$ cat config.mk
export PLATFORM = sky130hd
export DESIGN_NAME = multicycle_controller
export DESIGN_NICKNAME = d
export VERILOG_FILES = /design/src/rtl/multicycle_controller.sv
export SDC_FILE = /design/constraint.sdc
export NUM_CORES = 1
export LEC_CHECK = 0
export BUFFER_PORTS_ARGS = -buffer_cell sky130_fd_sc_hd__buf_2
export CAP_MARGIN = 5
export CORE_MARGIN = 2
export CORE_UTILIZATION = 47
export DETAILED_ROUTE_END_ITERATION = 10
export MAX_ROUTING_LAYER = met4
export PLACE_DENSITY = 0.74
export SYNTH_ARGS = -nofsm -noshare
export SYNTH_HDL_FRONTEND = slang
export SYNTH_SLANG_ARGS = --single-unit
$ cat constraint.sdc
create_clock -name clk -period 3 [get_ports clk]
set_input_delay 0.3 -clock clk [delete_from_list [all_inputs] [get_ports clk]]
set_output_delay 0.3 -clock clk [all_outputs]
set_load 0.02 [all_outputs]
$ cat src/rtl/multicycle_controller.sv
// Multicycle MIPS-subset control FSM: registered Moore control outputs,
// combinational PC enable and ALU-operation decode.
module multicycle_controller (
   input  logic       clk,
   input  logic       reset,
   input  logic [5:0] op,
   input  logic [5:0] funct,
   input  logic       zero,
   output logic       pcen,
   output logic       memwrite,
   output logic       irwrite,
   output logic       regwrite,
   output logic       alusrca,
   output logic       iord,
   output logic       memtoreg,
   output logic       regdst,
   output logic [1:0] alusrcb,
   output logic [1:0] pcsrc,
   output logic [2:0] alucontrol,
   output logic [3:0] state
);

   typedef enum logic [3:0] {
      FETCH   = 4'd0,  DECODE  = 4'd1,  MEMADR = 4'd2,  MEMRD  = 4'd3,
      MEMWB   = 4'd4,  MEMWR   = 4'd5,  RTYPEEX = 4'd6, RTYPEWB = 4'd7,
      BEQEX   = 4'd8,  ADDIEX  = 4'd9,  JEX    = 4'd10, ADDIWB = 4'd11
   } state_t;

   typedef struct packed {
      logic       pcwrite;
      logic       branch;
      logic       memwrite;
      logic       irwrite;
      logic       regwrite;
      logic       alusrca;
      logic       iord;
      logic       memtoreg;
      logic       regdst;
      logic [1:0] alusrcb;
      logic [1:0] pcsrc;
      logic [1:0] aluop;
   } ctrl_t;

   localparam logic [5:0] OP_LW = 6'b100011, OP_SW = 6'b101011, OP_R = 6'b000000,
                          OP_BEQ = 6'b000100, OP_ADDI = 6'b001000, OP_J = 6'b000010;

   function automatic state_t next_of(input state_t s, input logic [5:0] o);
      case (s)
         FETCH:   next_of = DECODE;
         DECODE:
            case (o)
               OP_LW, OP_SW: next_of = MEMADR;
               OP_R:         next_of = RTYPEEX;
               OP_BEQ:       next_of = BEQEX;
               OP_ADDI:      next_of = ADDIEX;
               OP_J:         next_of = JEX;
               default:      next_of = FETCH;
            endcase
         MEMADR:
            case (o)
               OP_LW:   next_of = MEMRD;
               OP_SW:   next_of = MEMWR;
               default: next_of = FETCH;
            endcase
         MEMRD:   next_of = MEMWB;
         RTYPEEX: next_of = RTYPEWB;
         ADDIEX:  next_of = ADDIWB;
         default: next_of = FETCH;
      endcase
   endfunction

   function automatic ctrl_t ctrl_of(input state_t s);
      ctrl_of = '0;
      case (s)
         FETCH:   begin ctrl_of.irwrite = 1'b1; ctrl_of.pcwrite = 1'b1; ctrl_of.alusrcb = 2'b01; end
         DECODE:  ctrl_of.alusrcb = 2'b11;
         MEMADR, ADDIEX: begin ctrl_of.alusrca = 1'b1; ctrl_of.alusrcb = 2'b10; end
         MEMRD:   ctrl_of.iord = 1'b1;
         MEMWR:   begin ctrl_of.iord = 1'b1; ctrl_of.memwrite = 1'b1; end
         MEMWB:   begin ctrl_of.regwrite = 1'b1; ctrl_of.memtoreg = 1'b1; end
         RTYPEEX: begin ctrl_of.alusrca = 1'b1; ctrl_of.aluop = 2'b10; end
         RTYPEWB: begin ctrl_of.regwrite = 1'b1; ctrl_of.regdst = 1'b1; end
         ADDIWB:  ctrl_of.regwrite = 1'b1;
         BEQEX:   begin
            ctrl_of.alusrca = 1'b1; ctrl_of.aluop = 2'b01;
            ctrl_of.pcsrc = 2'b01;  ctrl_of.branch = 1'b1;
         end
         JEX:     begin ctrl_of.pcsrc = 2'b10; ctrl_of.pcwrite = 1'b1; end
         default: ctrl_of = '0;
      endcase
   endfunction

   state_t st;
   ctrl_t  c;

   // Outputs are registered by decoding the state being entered, so they
   // stay pure functions of the current state without a decode stage.
   always_ff @(posedge clk or posedge reset) begin
      if (reset) begin
         st <= FETCH;
         c  <= ctrl_of(FETCH);
      end else begin
         st <= next_of(st, op);
         c  <= ctrl_of(next_of(st, op));
      end
   end

   always_comb begin
      alucontrol = 3'b010;
      case (c.aluop)
         2'b01: alucontrol = 3'b110;
         2'b10:
            case (funct)
               6'b100010: alucontrol = 3'b110;
               6'b100100: alucontrol = 3'b000;
               6'b100101: alucontrol = 3'b001;
               6'b101010: alucontrol = 3'b111;
               default:   alucontrol = 3'b010;
            endcase
         default: alucontrol = 3'b010;
      endcase
   end

   assign pcen     = c.pcwrite | (c.branch & zero);
   assign memwrite = c.memwrite;
   assign irwrite  = c.irwrite;
   assign regwrite = c.regwrite;
   assign alusrca  = c.alusrca;
   assign iord     = c.iord;
   assign memtoreg = c.memtoreg;
   assign regdst   = c.regdst;
   assign alusrcb  = c.alusrcb;
   assign pcsrc    = c.pcsrc;
   assign state    = st;

endmodule

# After elaboration in Yosys (flattened, before gate mapping)
# Index checks and enable logic that the tools add are counted.
# op_classes
add_sub_neg	0
n_reduce_logical	9
eq_ne	27
bitwise_logic	2
mux	17
div	0
magnitude_cmp	0
shift	0
mul	0
# ops
op	count
== test 6 bit, second input constant	6
case mux 4 bit (6 select lines)	1
== test 4 x 3 -> 1 bit, second input constant	5
== test 4 bit, second input constant	5
case mux 4 bit (5 select lines)	1
== test 4 x 2 -> 1 bit, second input constant	4
case mux 3 bit (2 select lines)	2
case mux 3 bit (4 select lines)	1
two-way mux 1 bit	9
== test 4 x 1 -> 1 bit, second input constant	2
logical NOT 4 bit	2
case mux 2 bit (2 select lines)	2
OR reduction 2 bit	4
== test 6 x 2 -> 1 bit, second input constant	1
== test 6 x 3 -> 1 bit, second input constant	1
== test 6 x 4 -> 1 bit, second input constant	1
logical NOT 6 bit	1
case mux 2 bit (3 select lines)	1
OR reduction 4 bit	1
OR reduction 3 bit	1
== test 2 x 1 -> 1 bit, second input constant	1
== test 2 bit, second input constant	1
AND 1 bit	1
OR 1 bit	1
# word_totals
romBits	0
latch_bits	0
inputBits	15
output_inout_bits	19
wordCells	68
reg_bits	19
mem_bits_rw	0
mem_count	0

# Longest topological paths before layout
# logic_depth
word_depth	7
depth_mapped	7
mapped_depth_nobuf	5

# Least setup slack after synthesis
# No wires, ideal clock.
# synth_timing
path_type	register -> register
startpoint	reg st[2] (netlist: state[2])
endpoint	reg c (netlist bit alusrca)
stages_incl_launch_ff	8
n_path_buf	2
setup_ps	131
t_required_ps	2869
setup_slack_ps	710
t_arrival_ps	2159
cell_sequence	dfrtp_1 -> buf_6 -> or4_1 -> buf_2 -> a21o_1 -> or2_4 -> and3_4 -> or3b_1
# synth_via
elab_chain_len	5
# synth_lines
item	line	rtl
start: declaration	93	state_t st;
start signal: assignment	103	st <= next_of(st, op);
== test 4 bit (tied with other cells)	48	case (s)
case mux 4 bit (6 select lines) *	48	
== test 4 bit (tied with other cells)	74	case (s)
OR reduction 4 bit (no source line) *	n/a	
two-way mux 1 bit *	74	
end signal: assignment	101	c <= ctrl_of(FETCH);
end signal: assignment	104	c <= ctrl_of(next_of(st, op));
end: declaration	94	ctrl_t c;
# Mark *: on every way between the ends. The rest lies on a longest branch, timed or not.

# Worst setup path in the final report
# layout_timing
startpoint	reg st[3] (netlist: state[3])
endpoint	reg c (netlist bit alusrca)
# The elaborated chain is that of the path after synthesis.

==> impl_metrics.tcl <==
set metrics [dict create \
    synth.avg_cell_area_um2 9.98 \
    clkTransAtPathRegs_ps 100 \
    cp.required_ps 3170 \
    vias 814 \
    multiInputGateArea_um2 410 \
    max_freq_mhz 428 \
    critPathCaptureType "register" \
    die_y_um 48.4 \
    synth_top_area_cell "dfrtp_1" \
    dieArea_um2 2350 \
    cp.buffers_inverters 0 \
    start_util 0.488 \
    grt_pass1_vias 788 \
    worst_pin_slew_ps 785 \
    routabilityCongestion 0.939 \
    cp-start-kind "register" \
    cts_resized 0 \
    ios 34 \
    ys_seq_area_frac 0.462 \
    worstSkewPairLatency_ps 290 \
    hold_class "in -> async" \
    ys.flop_type "dfrtp_1" \
    synth_seq_cells 17 \
    die_x_um 48.4 \
    dpl.hpwl_um 1550 \
    drtAntennaViolNets 0 \
    synth_area_um2 928 \
    drtIter0Drc 22 \
    total_power_uw 682 \
    fillers 173 \
    slew_violations 0 \
    root_buffer "clkbuf_4" \
    worst-path-stages 5 \
    drt-total-wl_um 2020 \
    status "complete, no violations" \
    numPortBuffers 33 \
    max-clock-path-buffers 2 \
    maxSlewHeadroom 0.472 \
    hold_buffers 0 \
    rr_worst_depth 5 \
    tritoncts "done" \
    grt_overflow 0 \
    grt_max_degree 18 \
    setup_tns_ps 0 \
    drt_pass1_iterations 4 \
    seqCellArea_um2 429 \
    power-per-cell-area_nw_per_um2 622 \
    ir_drop_mv 0.401 \
    nets 139 \
    setup_viol 0 \
    wl_per_cell_um 13.6 \
    fin_skew_ps 1.93 \
    rr_startpoint "state[3]$_DFF_PP0_" \
    instances_no_fill 148 \
    antenna_cells 0 \
    hold_slack_ps 67.5 \
    rows 16 \
    core_um2 1900 \
    dpl.cell_count 144 \
    synth_area_leaders "dfrtp_1, dfstp_2, nor3_1" \
    crit_slowest_cell "or4_1" \
    via_per_inst 5.50 \
    cap_violations 0 \
    clock_sinks 17 \
    globalRouteTotalUtil 0.191 \
    synth_nets 110 \
    grt_pass1_wl_um 3390 \
    period_minus_slack_ps 2330 \
    drive_gt1_frac 0.388 \
    synth_edf_count 0 \
    hold_viol 0 \
    cts_setup_buffers 0 \
    netlist.area_leader.share 0.377 \
    rsz0062_at_grt "false" \
    cp.arrival_ps 2510 \
    async_flop_share 1.00 \
    path_delay_family "simple AND/OR/NAND/NOR gates" \
    timing.rr.end "alusrca$_DFF_PP0_" \
    path_class "reg -> reg" \
    power_leakage_uw 0.000549 \
    antenna_found_initial 0 \
    htreeDepth 1 \
    yosys_warnings 0 \
    postSynthCellCount 93 \
    r2r_setup_slack_ps 670 \
    fin_crit_sh 0.778 \
    cp_slowest_stage_delay_ps 680 \
    area_growth_pct 18.1 \
    cts_buffers 3 \
    netlist-cell-type-count 40 \
    drcViolationCount 0 \
    crit_fanout 12 \
    path_cells "or4_1 > a21o_1 > or2_4 > and3_4 > or3b_1" \
]
-- cells by family (layout without fill, tap and decap cells) --
kind of cell               Yosys count  count (layout)  synth area share
adders and majority gates            2               2            0.0269
xor gates and xnor gates             4               4            0.0377
and+or+nand+nor                     35              35             0.229
AOI/OAI and AO/OA                   18              18             0.148
buffers and inverters               17              45            0.0957
DFF                                 17              17             0.462
-- state kept, by name, indices dropped and copies added, names as in the netlist --
| name | count |
|---|---|
| state | 4 |
| c | 3 |
| alusrca | 1 |
| regwrite | 1 |
| irwrite | 1 |
| iord | 1 |
| pcsrc | 1 |
| memwrite | 1 |
| regdst | 1 |
| alusrcb | 2 |
| memtoreg | 1 |
-- area by class of cell --
class | instances | area share
flip-flops and latches | 17 | 0.392
multi-input cells | 59 | 0.374
repair buffers | 33 | 0.151
well taps | 27 | 0.0308
inverters | 8 | 0.0274
clock buffers | 3 | 0.0205
clock inverters | 1 | 0.00457
-- how the worst max path moves through the flow --
| stage | from | endpoint | slack, ps |
|---|---|---|---|
| after floorplan | state[2]$_DFF_PP0_ | alusrca$_DFF_PP0_ | 710 |
| after global placement | state[3]$_DFF_PP0_ | alusrca$_DFF_PP0_ | 760 |
| after detailed placement | state[3]$_DFF_PP0_ | alusrca$_DFF_PP0_ | 710 |
| after CTS | state[3]$_DFF_PP0_ | alusrca$_DFF_PP0_ | 680 |
| after global routing | state[3]$_DFF_PP0_ | alusrca$_DFF_PP0_ | 580 |
| final | state[3]$_DFF_PP0_ | alusrca$_DFF_PP0_ | 670 |
-- cells in the mapped netlist, types with 2 or more instances --
master	count
buf_2	2
nor2_1	4
a31o_2	2
buf_4	4
inv_1	8
nand2_1	4
dfstp_2	3
a21o_1	2
clkbuf_1	2
or3_1	2
xor2_1	3
o21bai_1	2
a21oi_1	2
nor4_1	2
dfrtp_1	14
nor3b_1	4
nor3_1	7
a211oi_1	2
ha_1	2
o32a_1	2
-- layout by cell type, fill, tap and decap left out, types with 2 or more instances in the layout --
master | synthesis | final
a211oi_1 | 2 | 2
inv_1 | 8 | 8
buf_2 | 2 | 33
dfrtp_1 | 14 | 14
o21bai_1 | 2 | 2
nor4_1 | 2 | 2
nor3_1 | 7 | 7
o32a_1 | 2 | 2
nand2_1 | 4 | 4
a21oi_1 | 2 | 2
ha_1 | 2 | 2
nor3b_1 | 4 | 4
xor2_1 | 3 | 3
dfstp_2 | 3 | 3
or3_1 | 2 | 2
a31o_2 | 2 | 2
a21o_1 | 2 | 2
nor2_1 | 4 | 4
clkbuf_4 | 0 | 3
-- through the flow --
step | setup slack [ps] | instance area [um2] | utilization
2_1_floorplan | 710 | 928 | -
3_3_place_gp | 757 | 1070 | 0.562
3_5_place_dp | 709 | 1070 | 0.562
4_1_cts | 681 | 1100 | 0.576
5_1_grt | 585 | 1100 | 0.576
6_report | 665 | 1100 | 0.576
-- routing by layer --
metal  vias to the layer above  part of all wire  global-route usage
li1                        381                 -                   -
met1                       381              0.40               0.218
met2                        48              0.51               0.317
met3                         4             0.076              0.0370
met4                         0             0.013               0.110
met5                         -                 0                   -
-- where the power goes --
part           switching (uW)  internal, uW  leakage (uW)
sequential               38.8           278      0.000222
clock                    72.6          49.6     0.0000177
combinational             143          99.1      0.000310
total                     255           427      0.000549
Power figures use the tool's default switching activity.
